## src/rtl/vfd_scanout_if.sv

```systemverilog
// VRAM read-port bundle between the scanout block and the second VRAM port.
interface vfd_scanout_if;
  logic [18:0] vram_addr;
  logic        vram_rd;
  logic [7:0]  vram_data;

  modport master (
    output vram_addr,
    output vram_rd,
    input  vram_data
  );

  modport slave (
    input  vram_addr,
    input  vram_rd,
    output vram_data
  );
endinterface

```

## src/rtl/vfd_scanout.sv

```systemverilog
// VFD frame-buffer scanout: walks the raster, reads RGB332 pixels from VRAM
// in raster order and emits 8-bit RGB with aligned syncs and blanks.
// Stage 0 owns the raster counters and the VRAM address; stage 1 registers
// the returned pixel together with the delayed timing flags.
module vfd_scanout #(
  parameter int H_ACT  = 640,
  parameter int H_FP   = 16,
  parameter int H_SYNC = 96,
  parameter int H_BP   = 48,
  parameter int V_ACT  = 480,
  parameter int V_FP   = 10,
  parameter int V_SYNC = 2,
  parameter int V_BP   = 33
) (
  input  logic                 clk,
  input  logic                 reset_n,
  input  logic                 ce_pix,
  input  logic                 enable,
  vfd_scanout_if.master        vram,
  output logic [7:0]           red,
  output logic [7:0]           green,
  output logic [7:0]           blue,
  output logic                 hsync,
  output logic                 vsync,
  output logic                 hblank,
  output logic                 vblank,
  output logic                 frame_start
);

  localparam int H_TOT = H_ACT + H_FP + H_SYNC + H_BP;
  localparam int V_TOT = V_ACT + V_FP + V_SYNC + V_BP;

  localparam logic [9:0]  H_ACT_C   = 10'(H_ACT);
  localparam logic [9:0]  H_LAST    = 10'(H_TOT - 1);
  localparam logic [9:0]  HS_BEG    = 10'(H_ACT + H_FP);
  localparam logic [9:0]  HS_END    = 10'(H_ACT + H_FP + H_SYNC - 1);
  localparam logic [9:0]  V_ACT_C   = 10'(V_ACT);
  localparam logic [9:0]  V_LAST    = 10'(V_TOT - 1);
  localparam logic [9:0]  VS_BEG    = 10'(V_ACT + V_FP);
  localparam logic [9:0]  VS_END    = 10'(V_ACT + V_FP + V_SYNC - 1);
  localparam logic [18:0] ADDR_LAST = 19'(H_ACT * V_ACT - 1);

  // Bit-replicating expansion keeps full-scale codes at 8'hFF and zero at 0.
  function automatic logic [7:0] expand3(input logic [2:0] c);
    return {c, c, c[2:1]};
  endfunction

  function automatic logic [7:0] expand2(input logic [1:0] c);
    return {c, c, c, c};
  endfunction

  logic [9:0]  hcnt;
  logic [9:0]  vcnt;
  logic [18:0] ptr;
  logic        active;

  logic [9:0]  hcnt_p0;
  logic [9:0]  vcnt_p0;
  logic        en_p0;
  logic        vld_p0;

  logic        hb_p0;
  logic        vb_p0;
  logic        hs_p0;
  logic        vs_p0;

  // ---------------- stage 0: raster counters and VRAM address ----------------

  assign active = (hcnt < H_ACT_C) && (vcnt < V_ACT_C);

  // Raster position advances one pixel per ce_pix, wrapping line and frame.
  always_ff @(posedge clk or negedge reset_n) begin
    if (!reset_n) begin
      hcnt <= '0;
      vcnt <= '0;
    end else if (ce_pix) begin
      if (hcnt == H_LAST) begin
        hcnt <= '0;
        vcnt <= (vcnt == V_LAST) ? 10'd0 : vcnt + 10'd1;
      end else begin
        hcnt <= hcnt + 10'd1;
      end
    end
  end

  // Incremental read pointer; re-zeroed on the first vblank line so a frame
  // cut short still leaves the next one starting at address 0.
  always_ff @(posedge clk or negedge reset_n) begin
    if (!reset_n) begin
      ptr <= '0;
    end else if (ce_pix) begin
      if (vcnt == V_ACT_C)
        ptr <= '0;
      else if (active && (ptr != ADDR_LAST))
        ptr <= ptr + 19'd1;
    end
  end

  // Issue the VRAM read for active pixels; strobe lasts a single clk.
  always_ff @(posedge clk or negedge reset_n) begin
    if (!reset_n) begin
      vram.vram_addr <= '0;
      vram.vram_rd   <= 1'b0;
    end else begin
      vram.vram_rd <= 1'b0;
      if (ce_pix) begin
        vram.vram_rd <= active;
        if (active)
          vram.vram_addr <= ptr;
      end
    end
  end

  // Carry the raster position and enable alongside the outstanding read.
  always_ff @(posedge clk or negedge reset_n) begin
    if (!reset_n) begin
      hcnt_p0 <= '0;
      vcnt_p0 <= '0;
      en_p0   <= 1'b0;
      vld_p0  <= 1'b0;
    end else if (ce_pix) begin
      hcnt_p0 <= hcnt;
      vcnt_p0 <= vcnt;
      en_p0   <= enable;
      vld_p0  <= 1'b1;
    end
  end

  // ---------------- stage 1: pixel and timing outputs ----------------

  assign hb_p0 = (hcnt_p0 >= H_ACT_C);
  assign vb_p0 = (vcnt_p0 >= V_ACT_C);
  assign hs_p0 = (hcnt_p0 >= HS_BEG) && (hcnt_p0 <= HS_END);
  assign vs_p0 = (vcnt_p0 >= VS_BEG) && (vcnt_p0 <= VS_END);

  // Register colour and timing together so every output shares one lag;
  // outputs stay put until stage 0 has produced its first pixel.
  always_ff @(posedge clk or negedge reset_n) begin
    if (!reset_n) begin
      red         <= '0;
      green       <= '0;
      blue        <= '0;
      hsync       <= 1'b0;
      vsync       <= 1'b0;
      hblank      <= 1'b1;
      vblank      <= 1'b1;
      frame_start <= 1'b0;
    end else begin
      frame_start <= 1'b0;
      if (ce_pix && vld_p0) begin
        hblank      <= hb_p0;
        vblank      <= vb_p0;
        hsync       <= hs_p0;
        vsync       <= vs_p0;
        frame_start <= (hcnt_p0 == 10'd0) && (vcnt_p0 == 10'd0);
        if (en_p0 && !hb_p0 && !vb_p0) begin
          red   <= expand3(vram.vram_data[7:5]);
          green <= expand3(vram.vram_data[4:2]);
          blue  <= expand2(vram.vram_data[1:0]);
        end else begin
          red   <= '0;
          green <= '0;
          blue  <= '0;
        end
      end
    end
  end

endmodule
```

## src/flat_wrapper.sv

```systemverilog
// flat-port wrapper written by rule: the top's interface ports become plain ports
module vfd_scanout_flat 
#(
  parameter int H_ACT  = 640,
  parameter int H_FP   = 16,
  parameter int H_SYNC = 96,
  parameter int H_BP   = 48,
  parameter int V_ACT  = 480,
  parameter int V_FP   = 10,
  parameter int V_SYNC = 2,
  parameter int V_BP   = 33
)
  (clk, reset_n, ce_pix, enable, red, green, blue, hsync, vsync, hblank, vblank, frame_start, vram_vram_addr, vram_vram_rd, vram_vram_data);
  vfd_scanout_if vram_i ();
  input  logic clk;
  input  logic reset_n;
  input  logic ce_pix;
  input  logic enable;
  output logic [7:0] red;
  output logic [7:0] green;
  output logic [7:0] blue;
  output logic hsync;
  output logic vsync;
  output logic hblank;
  output logic vblank;
  output logic frame_start;
  output wire logic [$bits(vram_i.vram_addr)-1:0] vram_vram_addr;
  output wire logic [$bits(vram_i.vram_rd)-1:0] vram_vram_rd;
  input wire logic [$bits(vram_i.vram_data)-1:0] vram_vram_data;
  assign vram_vram_addr = vram_i.vram_addr;
  assign vram_vram_rd = vram_i.vram_rd;
  assign vram_i.vram_data = vram_vram_data;
  vfd_scanout #(.H_ACT(H_ACT), .H_FP(H_FP), .H_SYNC(H_SYNC), .H_BP(H_BP), .V_ACT(V_ACT), .V_FP(V_FP), .V_SYNC(V_SYNC), .V_BP(V_BP)) u_core (.clk(clk), .reset_n(reset_n), .ce_pix(ce_pix), .enable(enable), .vram(vram_i), .red(red), .green(green), .blue(blue), .hsync(hsync), .vsync(vsync), .hblank(hblank), .vblank(vblank), .frame_start(frame_start));
endmodule
```

## config.mk

```make
export PLATFORM = sky130hd
export DESIGN_NAME = vfd_scanout_flat
export DESIGN_NICKNAME = d
export VERILOG_FILES = /design/src/rtl/vfd_scanout_if.sv /design/src/rtl/vfd_scanout.sv /design/src/flat_wrapper.sv
export SDC_FILE = /design/constraint.sdc
export NUM_CORES = 1
export LEC_CHECK = 0
export BUFFER_PORTS_ARGS = -buffer_cell sky130_fd_sc_hd__buf_2
export CAP_MARGIN = 25
export CORE_UTILIZATION = 50
export CTS_BUF_LIST = sky130_fd_sc_hd__clkbuf_8
export CTS_CLUSTER_DIAMETER = 200
export DETAILED_ROUTE_END_ITERATION = 10
export PLACE_DENSITY = 0.74
export SLEW_MARGIN = 20
export SYNTH_ARGS = -nofsm -noshare
export SYNTH_HDL_FRONTEND = slang
export SYNTH_SLANG_ARGS = --single-unit
export TNS_END_PERCENT = 100
```

## constraint.sdc

```tcl
create_clock -name clk -period 2.2 [get_ports clk]
set_input_delay 0.11 -clock clk [delete_from_list [all_inputs] [get_ports clk]]
set_output_delay 0.11 -clock clk [all_outputs]
set_load 0.03 [all_outputs]
```

==> qor.txt <==
multiplexer area fraction after synthesis: 0.111
status: completed
Post-Synth XOR/XNOR Area: 0.0161
critical path's slowest cell: or4_4
initial antenna violation count: 0
Routability Congestion: 0.802
CP Data Arrival Time: 2.35 ns
grt total ovfl: 0
Syn Nets: 400
DR pass1 iterations: 4
CTS buffer count: 9
clock network fraction of design power: 0.282
core area: 8340 um^2
fin. max-slew vios: 0
Seq/Total Area, Yosys: 0.539
switching share of total power: 0.316
dpl ws: 0.107 ns
commonest non-fill, non-tap cell in the layout: dfrtp_1
fin util: 0.608
Final Critical Period: 2.09 ns
Gate power share: 0.202
most frequent cells in the layout: dfrtp_1 (91), buf_2 (59), mux2_2 (41), nand2_1 (32), nand3_1 (20)
main combinational cell family by area after synthesis: simple AND/OR/NAND/NOR gates
CP endpoint kind: register
DP Wirelength: 6.01 mm
Compound-Gate Fraction of Synth Area: 0.100
worst path bufs/invs: 0
Post-layout nets: 469
drc violations: 0
max cap viols: 0
Max VDD drop: 0.000465 V
CP Cell Sequence: or3_4 -> or4_4 -> nor3_2 -> nand3_1 -> mux2_1
Vias: 3209
Non-Filler Instances: 563
fmax: 479 MHz
Die Y-Extent: 95.4 um
Post-synth EDFFs: 0
Placed Cells: 536
Max-Slew Margin vs Limit: 0.539
antenna diode count: 0
CTS tree: yes
WP data required: 2.46 ns
Longest Clk Path Bufs: 2
ratio of cells with drive above 1 in the final layout: 0.328
cell leakage power: 2.44 nW
Final Cycle Share: 0.950
Tot GR Track Use: 0.209
Buffers on Ports: 60
initial core utilization: 0.523
DRT iter0 DRCs: 131
pwr/cell area: 822 nW/um^2
Multi-input gate area: 1810 um^2
fill count: 703
Flop pwr share: 0.516
Post-Synth Adder-Cell Area: 0.0115
crit-path max FO: 6
Clock Skew: 0.0117 ns
final hold viol count: 0
Post-synth ARST share: 1.00
clock net sink count: 94
Top Family by Delay on Critical Path: simple AND/OR/NAND/NOR gates
Syn-to-layout area delta: 16.3%
Critical Path Max Stage Delay: 0.47 ns
largest net degree at the start of global routing: 60
Min-Delay Path Class: in -> reg
Avg WL per Cell: 15.3 um
Via density: 5.70
Final ANT Viol Nets: 0
warnings from Yosys: 0
vias in the first global route: 2944
Ports: 61
Row Count: 33
crit path kind: reg -> reg
synthesized area: 4370 um^2
Least-Margin Pin Slew: 0.692 ns
Routed WL: 8.64 mm
Sw Pwr: 1.32 mW
H-tree depth: 3
die area: 9110 um^2
Die X: 95.4 um
global-route wire length before repair: 14.5 mm
clock-pin slew on the worst setup and hold paths: 0.10 ns
Root Buffer: clkbuf_8
number of synthesized register bits: 94
post-synth cell types: 50
latest clock arrival within the worst-skew pair: 0.37 ns
syn_area_per_cell: 11.4 um^2
Setup crit start kind: register
Top FF cell, synth: dfrtp_1
register area: 2360 um^2
Cells after Synth: 384
Tot Pwr: 4.17 mW
Pint: 2.85 mW
Simple-Gate Fraction of Synth Area: 0.177
worst setup margin: 0.111 ns
Final Setup Violations: 0
[tightest hold or removal path, delay by kind of cell]
family                 cells  cell delay (ns)
AOI/OAI and AO/OA          1             0.14
buffers and inverters      2             0.22
[worst paths after layout]
kind	slack [ns]	depth (start not counted)	from	end
worst max-delay path	0.11	5	u_core.hcnt[5]	u_core.vcnt[8]
worst min-delay path	0.16	3	ce_pix	u_core.hcnt[1]
worst max register to register	0.11	5	u_core.hcnt[5]	u_core.vcnt[8]
worst min register to register	0.49	2	u_core.hsync	u_core.hsync
max in group asynchronous	1.27	3	reset_n	u_core.hblank
min in group asynchronous	0.23	2	reset_n	u_core.vram.vram_addr[0]
[Yosys cell counts (3+ instances only)]
library cell  number  share of area
a211o_1            7          0.014
a21o_1             6          0.010
a21oi_1            9          0.010
a22o_1             8          0.016
a31oi_1            3         0.0043
and3_1            12          0.017
and4_1             4         0.0080
buf_2              4         0.0046
buf_4             16          0.028
clkbuf_1          10         0.0086
dfrtp_1           92           0.53
ha_1               4          0.011
inv_1              5         0.0043
mux2_2            41           0.11
nand2_1           32          0.028
nand2b_1           4         0.0057
nand3_1           20          0.023
nand4_1            8          0.011
nor2_1             7         0.0060
nor3_1            12          0.014
nor4_1             6         0.0086
o21ai_0           19          0.022
o31ai_1            5         0.0086
or3_1              7          0.010
or4_1              4         0.0069
xnor2_1            4         0.0080
xor2_1             4         0.0080
[flip-flops by register name, summed over array words and instances (netlist names), 2 cells and up]
register,cells
u_core.blue,2
u_core.green,3
u_core.hcnt,10
u_core.hcnt_p0,10
u_core.ptr,19
u_core.red,3
u_core.vcnt,10
u_core.vcnt_p0,10
u_core.vram.vram_addr,19
[layer usage]
| metal | track usage | routed length, um |
|---|---|---|
| met2 | 0.317 | 4110 |
| met4 | 0.0858 | 159 |
| met5 | 0 | 0 |
| met3 | 0.0463 | 267 |
| met1 | 0.290 | 4110 |
[logic make-up after synthesis]
| kind of cell | count (synthesis) |
|---|---|
| xor+xnor | 8 |
| compound gates | 64 |
| fa+ha+maj | 4 |
| buf+inv | 36 |
| flops | 94 |
| simple gates | 135 |
| mux | 43 |
[power by group through the flow]
stage               Sequential (mW)  Clock [mW]  Combinational, mW
floorplan                      2.27           0              0.463
global placement               2.17           0              0.804
detailed placement             2.18           0              0.827
CTS                            2.15        1.21              0.845
global route                   2.19        1.28              0.931
finish                         2.15        1.18              0.845
[what timing repair did]
| action | CTS | global route |
|---|---|---|
| setup buffers | 0 | 1 |
| endpoints found under the setup margin | 0 | 2 |
| resized for setup | 0 | 1 |
| hold endpoints to repair | 44 | 0 |
| hold buffers | 10 | 0 |
[metrics by stage]
stage / TNS (ns) / area (um^2) / hold WS, ns
final: 0 / 5070 / 0.155
after global routing: -0.00388 / 5070 / 0.171
after CTS: 0 / 5070 / 0.147
after detailed placement: 0 / 4760 / 0.104
after global placement: 0 / 4760 / 0.0943
after floorplan: 0 / 4370 / -0.186
[cell type report]
cell class,instances,share of cell area
timing repair buffer,88,0.108
clock inverter,7,0.0158
inverter,6,0.00444
clock buffer,9,0.0244
sequential,94,0.464
multi-input combinational,254,0.357
tap,105,0.0259
Power figures use the tool's default switching activity.
